[config.mk]
export PLATFORM = sky130hd
export DESIGN_NAME = systolic_feeder_flat
export DESIGN_NICKNAME = d
export VERILOG_FILES = /design/src/rtl/systolic_array_pkg.sv /design/src/rtl/systolic_feeder_if.sv /design/src/rtl/systolic_feeder.sv /design/src/flat_wrapper.sv
export SDC_FILE = /design/constraint.sdc
export NUM_CORES = 1
export LEC_CHECK = 0
export CAP_MARGIN = 25
export CORE_ASPECT_RATIO = 1.75
export CORE_MARGIN = 3
export CORE_UTILIZATION = 46
export CTS_CLUSTER_SIZE = 8
export DETAILED_ROUTE_END_ITERATION = 8
export GPL_TIMING_DRIVEN = 0
export PLACE_DENSITY = 0.73
export SLEW_MARGIN = 5
export SYNTH_ARGS = -nofsm -noshare
export SYNTH_HDL_FRONTEND = slang
export SYNTH_SLANG_ARGS = --single-unit
[constraint.sdc]
create_clock -name clk -period 7.15 [get_ports clk]
set_input_delay 1.43 -clock clk [delete_from_list [all_inputs] [get_ports clk]]
set_output_delay 1.43 -clock clk [all_outputs]
set_load 0.1 [all_outputs]
[src/rtl/systolic_array_pkg.sv]
// -----------------------------------------------------------------------------
// systolic_array_pkg
// Shared types for the systolic array and the blocks around it.
//   word_t : one data lane, a raw IEEE-754 single-precision bit pattern.
//            The feeder only moves these words and never interprets them.
// -----------------------------------------------------------------------------
package systolic_array_pkg;

    typedef logic [31:0] word_t;

endpackage

[src/rtl/systolic_feeder_if.sv]
// -----------------------------------------------------------------------------
// systolic_feeder_if
// Upstream k-slice stream into systolic_feeder.
//   in_valid : a k-slice (X column-vector plus W row-vector) is presented
//   in_x     : X values, lane i = array row i
//   in_w     : W values, lane j = array column j
//   in_last  : final k-slice of the tile (meaningful only on an accepted beat)
//   in_ready : the feeder takes the beat this cycle
// master = upstream producer, slave = systolic_feeder.
// -----------------------------------------------------------------------------
interface systolic_feeder_if
    import systolic_array_pkg::*;
#(
    parameter int N = 4
) ();

    logic            in_valid;
    word_t [N-1:0]   in_x;
    word_t [N-1:0]   in_w;
    logic            in_last;
    logic            in_ready;

    modport master (
        output in_valid,
        output in_x,
        output in_w,
        output in_last,
        input  in_ready
    );

    modport slave (
        input  in_valid,
        input  in_x,
        input  in_w,
        input  in_last,
        output in_ready
    );

endinterface

[src/rtl/systolic_feeder.sv]
// -----------------------------------------------------------------------------
// systolic_feeder
// Accepts one k-slice per beat and pushes it into an N x N systolic array with
// the diagonal skew the array expects: lane k is delayed by k+1 advances.
// After the last slice of a tile it pushes N all-zero rows to drain the array,
// then pulses done for one cycle.
//
// Ports
//   clk       : clock, rising edge
//   n_rst     : asynchronous active-low reset
//   up        : upstream k-slice stream (systolic_feeder_if.slave)
//   stall     : array cannot advance; freezes all feeder state
//   start     : high while a tile is being fed (to array start)
//   x_out     : skewed X stream (to array x_in)
//   w_out     : skewed W stream (to array w_in)
//   done      : one-cycle pulse when the tile has fully drained
//   row_count : accepted k-slices in the current tile (saturating)
// -----------------------------------------------------------------------------
module systolic_feeder
    import systolic_array_pkg::*;
#(
    parameter int N = 4
) (
    input  logic           clk,
    input  logic           n_rst,
    systolic_feeder_if.slave up,
    input  logic           stall,
    output logic           start,
    output word_t [N-1:0]  x_out,
    output word_t [N-1:0]  w_out,
    output logic           done,
    output logic [15:0]    row_count
);

    localparam int FCW = (N > 1) ? $clog2(N) : 1;

    typedef enum logic [1:0] {
        ST_IDLE  = 2'd0,
        ST_LOAD  = 2'd1,
        ST_FLUSH = 2'd2,
        ST_DONE  = 2'd3
    } state_t;

    state_t           state_q;
    state_t           state_d;
    logic [FCW-1:0]   flush_cnt_q;
    logic [FCW-1:0]   flush_cnt_d;
    logic [15:0]      row_count_q;
    logic [15:0]      row_count_d;
    logic             done_q;
    logic             done_d;

    logic             in_ready_s;
    logic             accept_s;
    logic             adv_s;
    logic             start_s;
    word_t [N-1:0]    push_x_s;
    word_t [N-1:0]    push_w_s;

    // Handshake, advance qualification and next-state for the tile sequencer.
    always_comb begin
        in_ready_s  = 1'b0;
        adv_s       = 1'b0;
        state_d     = state_q;
        flush_cnt_d = flush_cnt_q;
        row_count_d = row_count_q;
        start_s     = 1'b0;

        case (state_q)
            ST_IDLE:  in_ready_s = ~stall;
            ST_LOAD:  in_ready_s = ~stall;
            ST_FLUSH: in_ready_s = 1'b0;
            ST_DONE:  in_ready_s = 1'b0;
            default:  in_ready_s = 1'b0;
        endcase

        accept_s = up.in_valid & in_ready_s;

        // IDLE only advances when it takes a beat; LOAD pushes bubbles on gaps.
        case (state_q)
            ST_IDLE:  adv_s = accept_s;
            ST_LOAD:  adv_s = ~stall;
            ST_FLUSH: adv_s = ~stall;
            ST_DONE:  adv_s = 1'b0;
            default:  adv_s = 1'b0;
        endcase

        if (accept_s && (row_count_q != 16'hFFFF)) begin
            row_count_d = row_count_q + 16'd1;
        end else begin
            row_count_d = row_count_q;
        end

        case (state_q)
            ST_IDLE: begin
                if (accept_s) begin
                    state_d = up.in_last ? ST_FLUSH : ST_LOAD;
                end else begin
                    state_d = ST_IDLE;
                end
            end
            ST_LOAD: begin
                if (accept_s && up.in_last) begin
                    state_d = ST_FLUSH;
                end else begin
                    state_d = ST_LOAD;
                end
            end
            ST_FLUSH: begin
                if (adv_s) begin
                    if (flush_cnt_q == FCW'(N - 1)) begin
                        flush_cnt_d = {FCW{1'b0}};
                        state_d     = ST_DONE;
                    end else begin
                        flush_cnt_d = flush_cnt_q + FCW'(1);
                        state_d     = ST_FLUSH;
                    end
                end else begin
                    state_d = ST_FLUSH;
                end
            end
            ST_DONE: begin
                // Leaves after one cycle even under stall; the count clears here.
                state_d     = ST_IDLE;
                row_count_d = 16'd0;
            end
            default: begin
                state_d     = ST_IDLE;
                flush_cnt_d = {FCW{1'b0}};
            end
        endcase

        done_d = (state_d == ST_DONE);

        // start covers the accepting IDLE cycle so the array sees it with beat 1.
        case (state_q)
            ST_IDLE:  start_s = accept_s;
            ST_LOAD:  start_s = 1'b1;
            ST_FLUSH: start_s = 1'b1;
            ST_DONE:  start_s = 1'b0;
            default:  start_s = 1'b0;
        endcase

        if (accept_s) begin
            push_x_s = up.in_x;
            push_w_s = up.in_w;
        end else begin
            push_x_s = {N{32'h0000_0000}};
            push_w_s = {N{32'h0000_0000}};
        end
    end

    // Sequencer state, flush counter, row counter and done pulse registers.
    always_ff @(posedge clk or negedge n_rst) begin
        if (!n_rst) begin
            state_q     <= ST_IDLE;
            flush_cnt_q <= {FCW{1'b0}};
            row_count_q <= 16'd0;
            done_q      <= 1'b0;
        end else begin
            state_q     <= state_d;
            flush_cnt_q <= flush_cnt_d;
            row_count_q <= row_count_d;
            done_q      <= done_d;
        end
    end

    // Per-lane skew: a chain of k+1 registers, the last one being the output.
    for (genvar k = 0; k < N; k++) begin : g_lane
        word_t x_pipe_q [0:k];
        word_t x_pipe_d [0:k];
        word_t w_pipe_q [0:k];
        word_t w_pipe_d [0:k];

        // Shift the lane chain by one on every advance, hold otherwise.
        always_comb begin
            if (adv_s) begin
                x_pipe_d[0] = push_x_s[k];
                w_pipe_d[0] = push_w_s[k];
            end else begin
                x_pipe_d[0] = x_pipe_q[0];
                w_pipe_d[0] = w_pipe_q[0];
            end
            for (int i = 1; i <= k; i++) begin
                if (adv_s) begin
                    x_pipe_d[i] = x_pipe_q[i-1];
                    w_pipe_d[i] = w_pipe_q[i-1];
                end else begin
                    x_pipe_d[i] = x_pipe_q[i];
                    w_pipe_d[i] = w_pipe_q[i];
                end
            end
        end

        // Lane chain registers; reset drops any in-flight data.
        always_ff @(posedge clk or negedge n_rst) begin
            if (!n_rst) begin
                for (int i = 0; i <= k; i++) begin
                    x_pipe_q[i] <= 32'h0000_0000;
                    w_pipe_q[i] <= 32'h0000_0000;
                end
            end else begin
                for (int i = 0; i <= k; i++) begin
                    x_pipe_q[i] <= x_pipe_d[i];
                    w_pipe_q[i] <= w_pipe_d[i];
                end
            end
        end

        assign x_out[k] = x_pipe_q[k];
        assign w_out[k] = w_pipe_q[k];
    end

    assign up.in_ready = in_ready_s;
    assign start       = start_s;
    assign done        = done_q;
    assign row_count   = row_count_q;

endmodule

[src/flat_wrapper.sv]
// flat-port wrapper written by rule: the top's interface ports become plain ports
module systolic_feeder_flat import systolic_array_pkg::*;
#(
    parameter int N = 4
)
  (clk, n_rst, stall, start, x_out, w_out, done, row_count, up_in_valid, up_in_x, up_in_w, up_in_last, up_in_ready);
  systolic_feeder_if #(.N(N)) up_i ();
  input  logic clk;
  input  logic n_rst;
  input  logic stall;
  output logic start;
  output word_t [N-1:0] x_out;
  output word_t [N-1:0] w_out;
  output logic done;
  output logic [15:0] row_count;
  input wire logic [$bits(up_i.in_valid)-1:0] up_in_valid;
  input wire logic [$bits(up_i.in_x)-1:0] up_in_x;
  input wire logic [$bits(up_i.in_w)-1:0] up_in_w;
  input wire logic [$bits(up_i.in_last)-1:0] up_in_last;
  output wire logic [$bits(up_i.in_ready)-1:0] up_in_ready;
  assign up_i.in_valid = up_in_valid;
  assign up_i.in_x = up_in_x;
  assign up_i.in_w = up_in_w;
  assign up_i.in_last = up_in_last;
  assign up_in_ready = up_i.in_ready;
  systolic_feeder #(.N(N)) u_core (.clk(clk), .n_rst(n_rst), .up(up_i), .stall(stall), .start(start), .x_out(x_out), .w_out(w_out), .done(done), .row_count(row_count));
endmodule
After elaboration in Yosys (flattened, before gate mapping)
Index checks and enable logic that the tools add are counted.

Reductions and logical operators: 8. Mux-type cells: 14. Equality and inequality tests: 6. Add/subtract/negate cells: 2. Bitwise gates (word level): 2.

Operators by type and width (count): $mux W128 (2); $mux W16 (2); $add A16 B1 Y16 const B (1); $ne A16 B16 Y1 const B (1); $eq A2 B2 Y1 const B (4); $mux W2 (4); $pmux W2 S4 (1); $pmux W1 S3 (2); $reduce_or A2 Y1 (3); $add A2 B1 Y2 const B (1); $eq A2 B1 Y1 const B (1); $logic_and A1 B1 Y1 (2); $logic_not A2 Y1 (1); $mux W1 (2); $pmux W1 S2 (1); $reduce_and A2 Y1 (1); $reduce_bool A2 Y1 (1); $and A1 B1 Y1 (1); $not A1 Y1 (1).

Register bits: 661. Input bits: 261. Word-level logic and storage cells: 56. Output and inout port bits: 275.

Longest topological paths before layout
Word-level depth: 8. Mapped depth: 10. Depth with buffers taken out: 6.

Least setup slack after synthesis
No wires, ideal clock.

Path kind: in2out. Start: in stall. End: out up_in_ready. Data arrival time: 3528 ps. Path slack: 2192 ps. Stages on the path: 1. Path buffers: 0. Data required time: 5720 ps. Cells stage by stage: nor3_1.

Word-level cells in the longest chain between the ends: 2.

RTL lines: start: declaration (RTL line flat_wrapper.sv:10) `input logic stall;`; $not A1 Y1 (RTL line systolic_feeder.sv:70, systolic_feeder.sv:71); $pmux W1 S2 (RTL line systolic_feeder.sv:69) `case (state_q)`; end: declaration (RTL line flat_wrapper.sv:20) `output wire logic [$bits(up_i.in_ready)-1:0] up_in_ready;`.

Every way passes these cells.

Final worst setup path
Start: in stall. End: out start.

Word-level cells in the longest chain between the ends: 4.

RTL lines: $not A1 Y1 (RTL line systolic_feeder.sv:70, systolic_feeder.sv:71); $pmux W1 S2 (RTL line systolic_feeder.sv:69); $and A1 B1 Y1 (RTL line systolic_feeder.sv:77) `accept_s = up.in_valid & in_ready_s;`; $pmux W1 S3 (RTL line systolic_feeder.sv:136) `case (state_q)`; end: declaration (RTL line flat_wrapper.sv:11) `output logic start;`.

Every way passes these cells.

==> metrics.cfg <==
[grt]
antenna_found_initial=15
grt_pass1_vias=20600
grtUsageMet1_pct=25.8
grt_pass1_wl_mm=115
grt_max_degree=126
grt-busiest-layer=met2
grt_util_met3_pct=7.29
track_usage_pct=24.1
grtUsageMet2_pct=42.9
grt-ovfl-total=0

[route]
totalWireLength_mm=73.3
drtAntennaViolNets=0
first_pass_iters=5
vias_per_cell=5.08
drc=0
detail_route.wl_per_cell_microns=20.0
num_vias=18600
drt_iter0_drc=848

[clock_network]
path_clk_slew_ns=0.05
cts_resized=0
cts.hold.buffers_added=0
postCtsSetupBuffers=0
cts-root-buf=clkbuf_16
clk_path_buf_depth=3
numClockSinks=661
htreeDepth=3
clk-insertion-delay-late_ns=0.62
cts_buffers=92
cts_tree=yes

[floorplanning]
fp-row-count=116
chipHeight_microns=325
start_util_pct=46.6
die_area_sq_um=61100
core-area_sq_um=57300
die_x_microns=188
io_pins=536

[timing]
setup_viol=0
period_needed_ns=6.39
maxSlewViolCount=0
finalCritPeriodShare_pct=89.3
fmax_ghz=0.157
grt_setup_unrepaired=no
worst_slew_pin_slew_ns=1.12
fin_tns_setup_ns=0
slew_headroom_pct=25.0
fin_skew_ns=0.0315
final_hold_viol_count=0

[outcome]
outcome=complete, no violations

[place]
dp.cells=3550
place_congestion=0.865
io_buffers=535
hpwl_mm=54.3

[critical_path]
crit_fanout=10
worstPathArrival_ns=4.96
cp-start-kind=input port
cp-end-kind=output port
critPathKind=in -> out
reg2reg_slack_ns=3.18
critPathRequiredTime_ns=5.72

[hold_path]
hp-class=reg -> reg

[synth]
synth_nets=2504
synth_seq_cells=661
yosysWarnings=0
yosysSeqAreaShare_pct=62.0
synthFlopType=dfrtp_1
postSynthCellCount=2237
synthesis.area_sq_um=26700
synth.distinct_cells=35
syn_area_per_cell_sq_um=11.9
synth-edff-count=0
ys_async_sr_fraction_pct=100

[layout]
layout-drive-gt1-share_pct=24.2
final_common_cell=dfrtp_1
final_cell_mix=dfrtp_1, clkdlybuf4s50_1, nand2_1
stdcell_count=3661
area_growth_pct=34.0
layout.nets=3144

[job]
maxCapViolations=0

==> cell families after synthesis <==
logic type / Yosys count / share of synthesized area (%)
and+or+nand+nor: 565 / 8.42
adders and majority gates: 6 / 0.281
AOI/OAI and AO/OA: 283 / 5.47
buffers and inverters: 331 / 7.36
DFF: 661 / 62.0
muxes: 391 / 16.5
==> critical path, cell delays in order <==
cell and delay [ns]:
clkdlybuf4s50_1 0.50, nor4b_2 0.69, clkbuf_1 0.49, buf_1 0.44, a21o_1 0.20, clkdlybuf4s50_1 1.20
==> final timing paths <==
check | end | cells past startpoint | startpoint
setup / recovery | start | 6 | stall
hold / removal | u_core.g_lane[2].x_pipe_q[69] | 2 | u_core.g_lane[2].x_pipe_q[69]
setup reg to reg | u_core.g_lane[1].w_pipe_q[46] | 10 | u_core.state_q[0]
hold reg to reg | u_core.g_lane[2].x_pipe_q[69] | 2 | u_core.g_lane[2].x_pipe_q[69]
max in group asynchronous | u_core.g_lane[0].x_pipe_q[27] | 4 | n_rst
min in group asynchronous | u_core.x_out[111] | 1 | n_rst
==> metrics by stage <==
step	hold WS [ns]	instance area, sq um	setup slack [ns]	utilization (%)
6_report	0.472	35800	0.762	62.4
5_1_grt	0.492	35800	0.560	62.4
4_1_cts	0.477	35700	0.808	62.3
3_5_place_dp	0.466	33300	0.818	58.1
3_3_place_gp	0.457	33000	-23.10	57.6
2_1_floorplan	0.446	26700	2.19	-
==> area by class of cell <==
cell class / count / area (sq um)
Antenna cell: 11 / 27.5
Buffer: 325 / 1940
Clock buffer: 95 / 2380
Clock inverter: 5 / 51.3
Fill cell: 4476 / 21600
Inverter: 6 / 22.5
Multi-Input combinational cell: 1245 / 8190
Sequential cell: 661 / 16500
Tap cell: 767 / 960
Timing Repair Buffer: 546 / 5640
==> synthesized netlist by cell type (2+ instances only) <==
cell	instances	share of area (%)
dfrtp_1	661	62
nand2_1	518	7.3
mux2_2	390	16
o21ai_0	260	4.9
buf_4	192	5.4
clkbuf_1	116	1.6
buf_1	15	0.21
a21oi_1	8	0.15
ha_1	6	0.28
inv_1	6	0.084
nor2_1	6	0.084
nand4_1	5	0.12
nor2b_1	5	0.12
o31ai_1	5	0.14
or4_1	5	0.14
nand3_1	4	0.075
nor4_1	4	0.094
nor3_1	3	0.056
nor4b_1	3	0.098
o311ai_0	3	0.098
or3_1	3	0.070
a211oi_1	2	0.056
a21o_1	2	0.056
and3b_1	2	0.066
nor4bb_1	2	0.075
o41ai_1	2	0.066
==> registers in the layout, summed over array words and instances, names as in the netlist <==
register                cells
u_core.flush_cnt_q          2
u_core.done                 1
u_core.x_out               96
u_core.state_q              2
u_core.row_count           16
u_core.g_lane.w_pipe_q    224
u_core.g_lane.x_pipe_q    224
u_core.w_out               96
==> per-layer routing <==
| layer | part of all wire (%) | wire [microns] |
|---|---|---|
| met1 | 36 | 26400 |
| met2 | 52 | 38000 |
| met3 | 7.2 | 5290 |
| met4 | 4.9 | 3560 |
| met5 | 0.057 | 42 |
Power is left out: the tool's default activity adds up to more than one toggle a clock period on the data nets, which glitch-free logic cannot reach.
==> RTL change: new RTL, same settings <==
`N` is set to 4 in 3 places; all go to 2.
--- a/src/rtl/systolic_feeder_if.sv
+++ b/src/rtl/systolic_feeder_if.sv
@@ -13,3 +13,3 @@
 #(
-    parameter int N = 4
+    parameter int N = 2
 ) ();
--- a/src/rtl/systolic_feeder.sv
+++ b/src/rtl/systolic_feeder.sv
@@ -21,3 +21,3 @@
 #(
-    parameter int N = 4
+    parameter int N = 2
 ) (
--- a/src/flat_wrapper.sv
+++ b/src/flat_wrapper.sv
@@ -3,3 +3,3 @@
 #(
-    parameter int N = 4
+    parameter int N = 2
 )
Ports: changed (resized up_in_w, up_in_x, w_out and x_out); port bits go from 536 to 280. No check against the original RTL was run, so the function may have changed too.
==> RTL change against the unedited design <==
Setup slack better by 0.28 ns; sequential cell count is 449 lower; first-iteration DRC count is 68% lower; count of clock-buffer cells in the layout is 64 lower; routed wire length is 67% lower; design area is 64% lower; clock skew is 0.021 ns lower; critical path depth stayed put; area after synthesis is 66% lower; sequential share of layout area is 5.1 points lower; critical path type unchanged.
==> RTL change: results (changes against the unedited design) <==
[layout]
drive_gt1_frac = 0.150  ; -0.0916
biggestRegsByFlops = u_core.g_lane.w_pipe_q (64), u_core.g_lane.x_pipe_q (64)
layout.nets = 1323  ; -58%
fin_util = 0.684  ; +0.0608
final.fill_count = 1503  ; -66%

[routing]
maxUsedRoutingLayer = met4
dr_wl_met3_um = 1500  ; -72%
num_vias = 7117  ; -62%
drt-initial-drc-count = 273  ; -68%
firstDrtPassIters = 7  ; +2
met1_length_um = 8700  ; -67%
drt_wl_total_um = 24400  ; -67%
met2WireLength_um = 13500  ; -64%

[run_status]
status = finished clean

[timing]
tightest_slew_ns = 1.06  ; -0.0589 ns
fin_worst_skew_ns = 0.0105  ; -0.0211 ns
holdWs_ns = 0.470  ; -0.00292 ns

[cts]
cts_made_buffers = 30  ; -67%
clk-insertion-delay-late_ns = 0.52  ; -0.10 ns
clockBufferDepth = 3  ; unchanged
h-tree-depth = 1  ; -2

[global_routing]
track_usage = 0.227  ; -0.0140
antenna_found_initial = 2  ; -13
grt_max_degree = 115  ; -8.7%
grt_pass1_wl_um = 38900  ; -66%
grt_pass1_vias = 7509  ; -64%

[worst_setup_path]
arrival_ns = 4.68  ; -0.28 ns
r2r-end = u_core.w_out[59]
ff2ff_setup_slack_ns = 3.78  ; +0.60 ns
reg2reg_depth = 8  ; -2

[placement]
io_buffers = 279  ; -48%
dp_hpwl_um = 18100  ; -67%
dpl-instance-area_mm2 = 0.0121  ; -64%
gp_congestion = 0.803  ; -7.1%
preCtsSetupSlack_ns = 1.02  ; +0.199 ns

[hold_path]
min_path_type = register to register
min_to = u_core.g_lane[1].w_pipe_q[51]
hp-start = u_core.g_lane[1].w_pipe_q[51]

[synth]
yosysWarnings = 0  ; unchanged
synth-adder-area-share = 0.00699  ; +0.00417
synth_xor_area_frac = 0.00196  ; +0.00196
synth_commonest_cells = nand2_1, dfrtp_1, o21ai_0
ys_seq_area_frac = 0.593  ; -0.0272
synthArstFlopShare = 1.00  ; unchanged
ys_top_cells_by_area = dfrtp_1, nand2_1, mux2_2
synth_nets = 1011  ; -60%
synthMuxAreaShare = 0.0843  ; -0.0806
synth_compound_area_frac = 0.0910  ; +0.0363
ys_types = 38  ; +8.6%

==> RTL change: cell types whose count changed in the layout (fill, tap and decap cells not counted), moves of 6 or more <==
cell             change
diode_2              -9
dfrtp_1            -449
buf_4              -129
o21ai_0            -124
nand2_1            -257
clkbuf_1            -71
mux2_2             -323
clkbuf_16           -64
buf_2                +6
clkdlybuf4s50_1    -256
buf_1               -14
a21oi_1              +6
buf_16               -9
==> RTL change: stage by stage <==
step	power [mW]	instances
after floorplan	4.48	873
after global placement	5.38	1390
after detailed placement	5.42	1391
after CTS	6.69	1423
after global routing	6.92	1425
final	6.62	1425
==> RTL change: cell families (layout without fill, tap and decap cells) <==
logic type,count (synthesis),in the layout
buffers and inverters,120,432
flip-flops,212,212
adder cells (fa/ha/maj),5,5
multiplexers,67,67
other,0,2
XOR/XNOR,2,2
AO/OA/AOI/OAI,158,158
AND/OR/NAND/NOR,309,309
==> RTL change: worst max path at each step <==
stage / startpoint / endpoint / slack [ns] / cells past startpoint
finish: stall / start / 1.04 / 6
global route: stall / start / 0.84 / 6
CTS: stall / start / 1.02 / 6
detailed placement: stall / start / 1.02 / 6
global placement: n_rst / u_core.x_out[54] / -4.25 / 1
floorplan: stall / up_in_ready / 2.19 / 1
==> RTL change: where the power goes <==
| group | switching, mW | total, mW | leakage [nW] | internal (mW) |
|---|---|---|---|---|
| Combinational | 2.67 | 3.68 | 2.44 | 1.01 |
| Clock | 0.464 | 1.25 | 0.396 | 0.785 |
| Sequential | 0.168 | 1.69 | 2.88 | 1.52 |
| Total | 3.31 | 6.62 | 5.71 | 3.31 |
==> RTL change: worst max-delay path, cell delays in order <==
cell and delay [ns]:
clkdlybuf4s50_1 0.47, nor4b_1 0.43, clkbuf_1 0.44, buf_1 0.50
mux2_2 0.26, clkdlybuf4s50_1 1.14
==> RTL change: routing by layer <==
layer	vias up	GRT usage
met5	-	0
met4	0	0.0707
li1	3460	-
met3	48	0.0524
met1	3385	0.244
met2	224	0.437
==> RTL change: final cells by class <==
type | instances | area share
Multi-Input combinational cell | 541 | 0.228
Antenna cell | 2 | 0.000388
Timing Repair Buffer | 280 | 0.219
Clock buffer | 31 | 0.0602
Buffer | 118 | 0.0545
Tap cell | 238 | 0.0231
Clock inverter | 1 | 0.00233
Sequential cell | 212 | 0.412
Inverter | 2 | 0.000583
